**src/rtl/dmem_arbiter_pkg.sv**
```systemverilog
// Shared definitions for the two-port data-memory arbiter:
// state encoding, default widths and counter sizing.
package dmem_arbiter_pkg;

   localparam int ADDR_W_DEF     = 8;
   localparam int DATA_W_DEF     = 8;
   localparam int STARVE_LIM_DEF = 4;

   typedef enum logic [1:0] {
      IDLE  = 2'd0,
      ISSUE = 2'd1,
      RESP  = 2'd2
   } arb_state_e;

   // Bits needed to hold 0..lim inclusive.
   function automatic int cnt_width(input int lim);
      return (lim < 1) ? 1 : $clog2(lim + 1);
   endfunction

endpackage

```
**src/rtl/dmem_arb_pick.sv**
```systemverilog
// Winner select for the arbiter: port 0 first unless port 1 has
// been passed over STARVE_LIM times in a row; also next starve count.
module dmem_arb_pick
   import dmem_arbiter_pkg::*;
#(
   parameter int STARVE_LIM = STARVE_LIM_DEF,
   parameter int CNT_W      = cnt_width(STARVE_LIM_DEF)
)(
   input  logic             p0_req_i,
   input  logic             p1_req_i,
   input  logic [CNT_W-1:0] cnt_i,
   output logic             any_o,
   output logic             win1_o,
   output logic [CNT_W-1:0] cnt_o
);

   localparam logic [CNT_W-1:0] LIM = CNT_W'(STARVE_LIM);

   logic win1;

   // Port 1 wins when alone, or when its starvation limit is reached.
   always_comb begin
      win1   = p1_req_i & (~p0_req_i | (cnt_i == LIM));
      any_o  = p0_req_i | p1_req_i;
      win1_o = win1;
      cnt_o  = cnt_i;
      if (win1 || !p1_req_i) begin
         cnt_o = '0;
      end else if (p0_req_i && cnt_i != LIM) begin
         cnt_o = cnt_i + CNT_W'(1);
      end
   end

endmodule

```
**src/rtl/dmem_arbiter.sv**
```systemverilog
// Two-port data-memory arbiter: IDLE/ISSUE/RESP sequencer with
// registered grants, memory strobes and per-port read data.
module dmem_arbiter
   import dmem_arbiter_pkg::*;
#(
   parameter int ADDR_W     = ADDR_W_DEF,
   parameter int DATA_W     = DATA_W_DEF,
   parameter int STARVE_LIM = STARVE_LIM_DEF
)(
   input  logic              clk,
   input  logic              rst,
   input  logic              p0_req,
   input  logic              p0_we,
   input  logic [ADDR_W-1:0] p0_addr,
   input  logic [DATA_W-1:0] p0_wdata,
   output logic              p0_gnt,
   output logic              p0_rvalid,
   output logic [DATA_W-1:0] p0_rdata,
   input  logic              p1_req,
   input  logic              p1_we,
   input  logic [ADDR_W-1:0] p1_addr,
   input  logic [DATA_W-1:0] p1_wdata,
   output logic              p1_gnt,
   output logic              p1_rvalid,
   output logic [DATA_W-1:0] p1_rdata,
   output logic [ADDR_W-1:0] mem_addr,
   output logic [DATA_W-1:0] mem_wdata,
   output logic              mem_write,
   output logic              mem_read,
   input  logic [DATA_W-1:0] mem_rdata
);

   localparam int CNT_W = cnt_width(STARVE_LIM);

   arb_state_e        state_q;
   logic [CNT_W-1:0]  starve_q;
   logic [CNT_W-1:0]  starve_d;
   logic              any_d;
   logic              win1_d;
   logic              win1_q;
   logic              we_q;
   logic              gnt0_q, gnt1_q;
   logic              rv0_q, rv1_q;
   logic              rd_q, wr_q;
   logic [ADDR_W-1:0] addr_q;
   logic [DATA_W-1:0] wdata_q;
   logic [DATA_W-1:0] rdata0_q, rdata1_q;

   dmem_arb_pick #(
      .STARVE_LIM (STARVE_LIM),
      .CNT_W      (CNT_W)
   ) u_pick (
      .p0_req_i (p0_req),
      .p1_req_i (p1_req),
      .cnt_i    (starve_q),
      .any_o    (any_d),
      .win1_o   (win1_d),
      .cnt_o    (starve_d)
   );

   // Sequencer: arbitrate in IDLE/RESP, strobe in ISSUE, return data in RESP.
   always_ff @(posedge clk) begin
      if (rst) begin
         state_q  <= IDLE;
         starve_q <= '0;
         win1_q   <= 1'b0;
         we_q     <= 1'b0;
         gnt0_q   <= 1'b0;
         gnt1_q   <= 1'b0;
         rv0_q    <= 1'b0;
         rv1_q    <= 1'b0;
         rd_q     <= 1'b0;
         wr_q     <= 1'b0;
         addr_q   <= '0;
         wdata_q  <= '0;
         rdata0_q <= '0;
         rdata1_q <= '0;
      end else begin
         gnt0_q <= 1'b0;
         gnt1_q <= 1'b0;
         rv0_q  <= 1'b0;
         rv1_q  <= 1'b0;
         rd_q   <= 1'b0;
         wr_q   <= 1'b0;
         case (state_q)
            IDLE, RESP: begin
               if (state_q == RESP && !we_q) begin
                  if (win1_q) begin
                     rdata1_q <= mem_rdata;
                     rv1_q    <= 1'b1;
                  end else begin
                     rdata0_q <= mem_rdata;
                     rv0_q    <= 1'b1;
                  end
               end
               if (any_d) begin
                  state_q  <= ISSUE;
                  starve_q <= starve_d;
                  win1_q   <= win1_d;
                  if (win1_d) begin
                     we_q    <= p1_we;
                     addr_q  <= p1_addr;
                     wdata_q <= p1_wdata;
                     wr_q    <= p1_we;
                     rd_q    <= ~p1_we;
                     gnt1_q  <= 1'b1;
                  end else begin
                     we_q    <= p0_we;
                     addr_q  <= p0_addr;
                     wdata_q <= p0_wdata;
                     wr_q    <= p0_we;
                     rd_q    <= ~p0_we;
                     gnt0_q  <= 1'b1;
                  end
               end else begin
                  state_q <= IDLE;
               end
            end
            ISSUE:   state_q <= RESP;
            default: state_q <= IDLE;
         endcase
      end
   end

   assign p0_gnt    = gnt0_q;
   assign p1_gnt    = gnt1_q;
   assign p0_rvalid = rv0_q;
   assign p1_rvalid = rv1_q;
   assign p0_rdata  = rdata0_q;
   assign p1_rdata  = rdata1_q;
   assign mem_addr  = addr_q;
   assign mem_wdata = wdata_q;
   assign mem_read  = rd_q;
   assign mem_write = wr_q;

endmodule

```
**config.mk**
```make
export PLATFORM = sky130hd
export DESIGN_NAME = dmem_arbiter
export DESIGN_NICKNAME = d
export VERILOG_FILES = /design/src/rtl/dmem_arbiter_pkg.sv /design/src/rtl/dmem_arb_pick.sv /design/src/rtl/dmem_arbiter.sv
export SDC_FILE = /design/constraint.sdc
export NUM_CORES = 1
export LEC_CHECK = 0
export CAP_MARGIN = 20
export CORE_MARGIN = 2
export CORE_UTILIZATION = 40
export CTS_BUF_LIST = sky130_fd_sc_hd__clkbuf_16
export CTS_CLUSTER_DIAMETER = 30
export DETAILED_ROUTE_END_ITERATION = 8
export GPL_TIMING_DRIVEN = 0
export PLACE_DENSITY = 0.79
export SYNTH_ARGS = -nofsm -noshare
export SYNTH_HDL_FRONTEND = slang
export SYNTH_HIERARCHICAL = 1
export SYNTH_SLANG_ARGS = --single-unit
```
**constraint.sdc**
```tcl
create_clock -name clk -period 4.55 [get_ports clk]
set_input_delay 0.455 -clock clk [delete_from_list [all_inputs] [get_ports clk]]
set_output_delay 0.455 -clock clk [all_outputs]
set_load 0.005 [all_outputs]
```
==> flow_metrics.py <==
metrics = {
    "drt": {
        "drtIter0Drc": 59,
        "drcViolationCount": 0,
        "viasPerCell": 4.94,
        "drtAntennaViolNets": 0,
        "vias": 1683,
        "wl_per_cell_um": 12.3,
        "drt-total-wl_mm": 4.21,
        "drt_pre_antenna_iters": 4,
    },
    "synth": {
        "netlist_area_um2": 1790,
        "synth_warnings": 6,
        "synth-seq-area-share_pct": 50.3,
        "syn_nets": 247,
        "ys_ff_latch": 45,
        "avgSynthCellArea_um2": 8.99,
        "syn_inst": 199,
        "synth_cell_types": 27,
    },
    "floorplan": {
        "io_pins": 84,
        "fp-row-count": 24,
        "die_h_um": 70.9,
        "die_x_um": 70.9,
        "initial_core_util_pct": 41.4,
        "core_um2": 4320,
        "die_area_um2": 5020,
    },
    "setup_path": {
        "endpoint": "mem_addr[5]$_SDFFE_PP0P_",
        "cp-start-kind": "primary input",
        "path_max_fanout": 10,
        "end_kind": "register",
        "ff2ff_setup_slack_ns": 2.76,
        "crit_path_start": "p1_req",
        "crit_arrival_ns": 1.99,
        "worstSetupPathType": "primary input to register",
        "r2r_cells": 8,
        "worstReg2RegEnd": "mem_addr[5]$_SDFFE_PP0P_",
        "rr_startpoint": "starve_q[0]$_SDFFE_PP0P_",
        "crit_required_ns": 4.69,
    },
    "timing": {
        "slew_violations": 0,
        "setup_viol_count_final": 0,
        "fin_crit_ns": 1.85,
        "maxSlewHeadroom_pct": 57.0,
        "tns_ns": 0,
        "worstMarginPinSlew_ns": 0.643,
        "hold_viol": 0,
        "fmax_mhz": 542,
        "rsz0062_at_grt": "false",
        "finClkSkew_ns": 0.00358,
        "fin_crit_sh_pct": 40.6,
    },
    "clocking": {
        "clockRootBuffer": "clkbuf_16",
        "post_cts_resized": 0,
        "hold_buffers": 0,
        "post-cts-setup-buffers": 0,
        "cts-buffers-inserted": 5,
        "clock_tree.buffer_depth": 2,
        "cts_tree": "done",
        "clk_latency_ns": 0.28,
        "cts_htree_levels": 2,
        "clkTransAtPathRegs_ns": 0.06,
        "clkSinkCount": 45,
    },
    "finish": {
        "final_cell_mix": "clkdlybuf4s50_1, dfxtp_1, nand2_1",
        "area_growth_pct": 57.2,
        "final_common_cell": "clkdlybuf4s50_1",
        "drive_gt1_share_pct": 6.57,
        "final_nets": 336,
        "final_core_util_pct": 65.0,
        "fill_cells": 378,
        "diodes": 0,
    },
    "grt": {
        "grt_max_degree": 14,
        "grt_pass1_vias": 1698,
        "grt_pass1_wl_mm": 7.26,
        "antenna_found_initial": 0,
        "overflow": 0,
        "grt_usage_pct": 18.1,
    },
    "placement": {
        "gp_congestion": 0.808,
        "port_buffers": 82,
        "dp_hpwl_mm": 3.22,
    },
    "hold_path": {
        "hp-start": "p1_rdata[4]$_SDFFE_PP0P_",
        "hold_class": "register to register",
    },
    "run": {
        "drv_cap": 0,
    },
    "power": {
        "peakVddDrop_uv": 193,
        "p_leak_uw": 0.00102,
        "cellPowerDensity_nw_per_um2": 323,
    },
    "run_status": {
        "status": "complete, no violations",
    },
}
==> state kept, by name (all words and copies together), names as in the netlist, 2 cells and up <==
| register | cells |
|---|---|
| mem_addr | 8 |
| p1_rdata | 8 |
| state_q | 2 |
| starve_q | 3 |
| p0_rdata | 8 |
| mem_wdata | 8 |
==> power breakdown <==
part | internal (uW) | switching, uW
Clock | 198 | 135
Combinational | 91.4 | 56.2
Sequential | 416 | 12.5
Total | 706 | 204
==> stage by stage <==
stage	hold WS, ns	std cells	setup WS, ns	total power, uW	area, um2
2_1_floorplan	0.439	199	2.97	495	1790
3_3_place_gp	0.443	333	2.42	583	2680
3_5_place_dp	0.449	333	2.42	586	2680
4_1_cts	0.457	341	2.71	923	2810
5_1_grt	0.475	341	2.60	959	2810
6_report	0.454	341	2.70	909	2810
==> worst max-delay path, stage by stage <==
cell,delay [ns]
clkdlybuf4s50_1,0.50
a21boi_0,0.26
buf_4,0.26
buf_6,0.19
mux2i_1,0.23
a211oi_1,0.09
==> metal layers <==
metal / track usage, % / share of wire, % / up-vias
met2: 31.2 / 48 / 69
met3: 8.26 / 11 / 7
met4: 6.71 / 1.5 / 0
met5: 0 / 0 / -
li1: - / - / 851
met1: 19.6 / 40 / 756
==> synth_stat cells (all sizes together) <==
library cell   n  area, um2
a21boi         1       7.51
nor4b          1       15.0
nor2b          1       6.26
nor3           3       15.0
nor2          21       78.8
inv            2       7.51
mux2i         16        160
nand2         42        158
or4b           1       10.0
dfxtp         45        901
or3b           1       8.76
clkbuf         7       26.3
nor3b          2       15.0
or2            1       6.26
a211oi        16        120
and2           2       12.5
mux2           1       11.3
nand4bb        1       11.3
and4           1       8.76
a21oi         21        109
nand2b         2       12.5
buf            8       51.3
ha             2       25.0
and4bb         1       12.5
==> kinds of logic (layout without fill, tap and decap cells) <==
logic type	count (synthesis)	count (layout)	synth area share (%)
AO/OA/AOI/OAI	38	38	13.2
AND/OR/NAND/NOR	80	80	20.7
buffers and inverters	17	107	4.76
adder cells (fa/ha/maj)	2	2	1.40
multiplexers	17	17	9.58
flip-flops	45	45	50.3
==> cell type report <==
| class | count | area (um2) | share of cell area, % |
|---|---|---|---|
| Clock buffer | 5 | 125 | 4.45 |
| Tap cell | 52 | 65.1 | 2.31 |
| Timing Repair Buffer | 82 | 821 | 29.2 |
| Sequential cell | 45 | 901 | 32.0 |
| Clock inverter | 3 | 12.5 | 0.445 |
| Buffer | 15 | 77.6 | 2.76 |
| Multi-Input combinational cell | 137 | 803 | 28.6 |
| Inverter | 2 | 7.51 | 0.267 |
==> worst min path at each step <==
stage | endpoint | slack (ns) | depth (start not counted)
after global placement | p1_rdata[4]$_SDFFE_PP0P_ | 0.44 | 2
after detailed placement | p1_rdata[4]$_SDFFE_PP0P_ | 0.45 | 2
after global routing | p1_rdata[4]$_SDFFE_PP0P_ | 0.47 | 2
final | p1_rdata[4]$_SDFFE_PP0P_ | 0.45 | 2
after CTS | p1_rdata[4]$_SDFFE_PP0P_ | 0.46 | 2
after floorplan | state_q[1]$_SDFF_PP0_ | 0.44 | 1
Power figures use the tool's default switching activity.
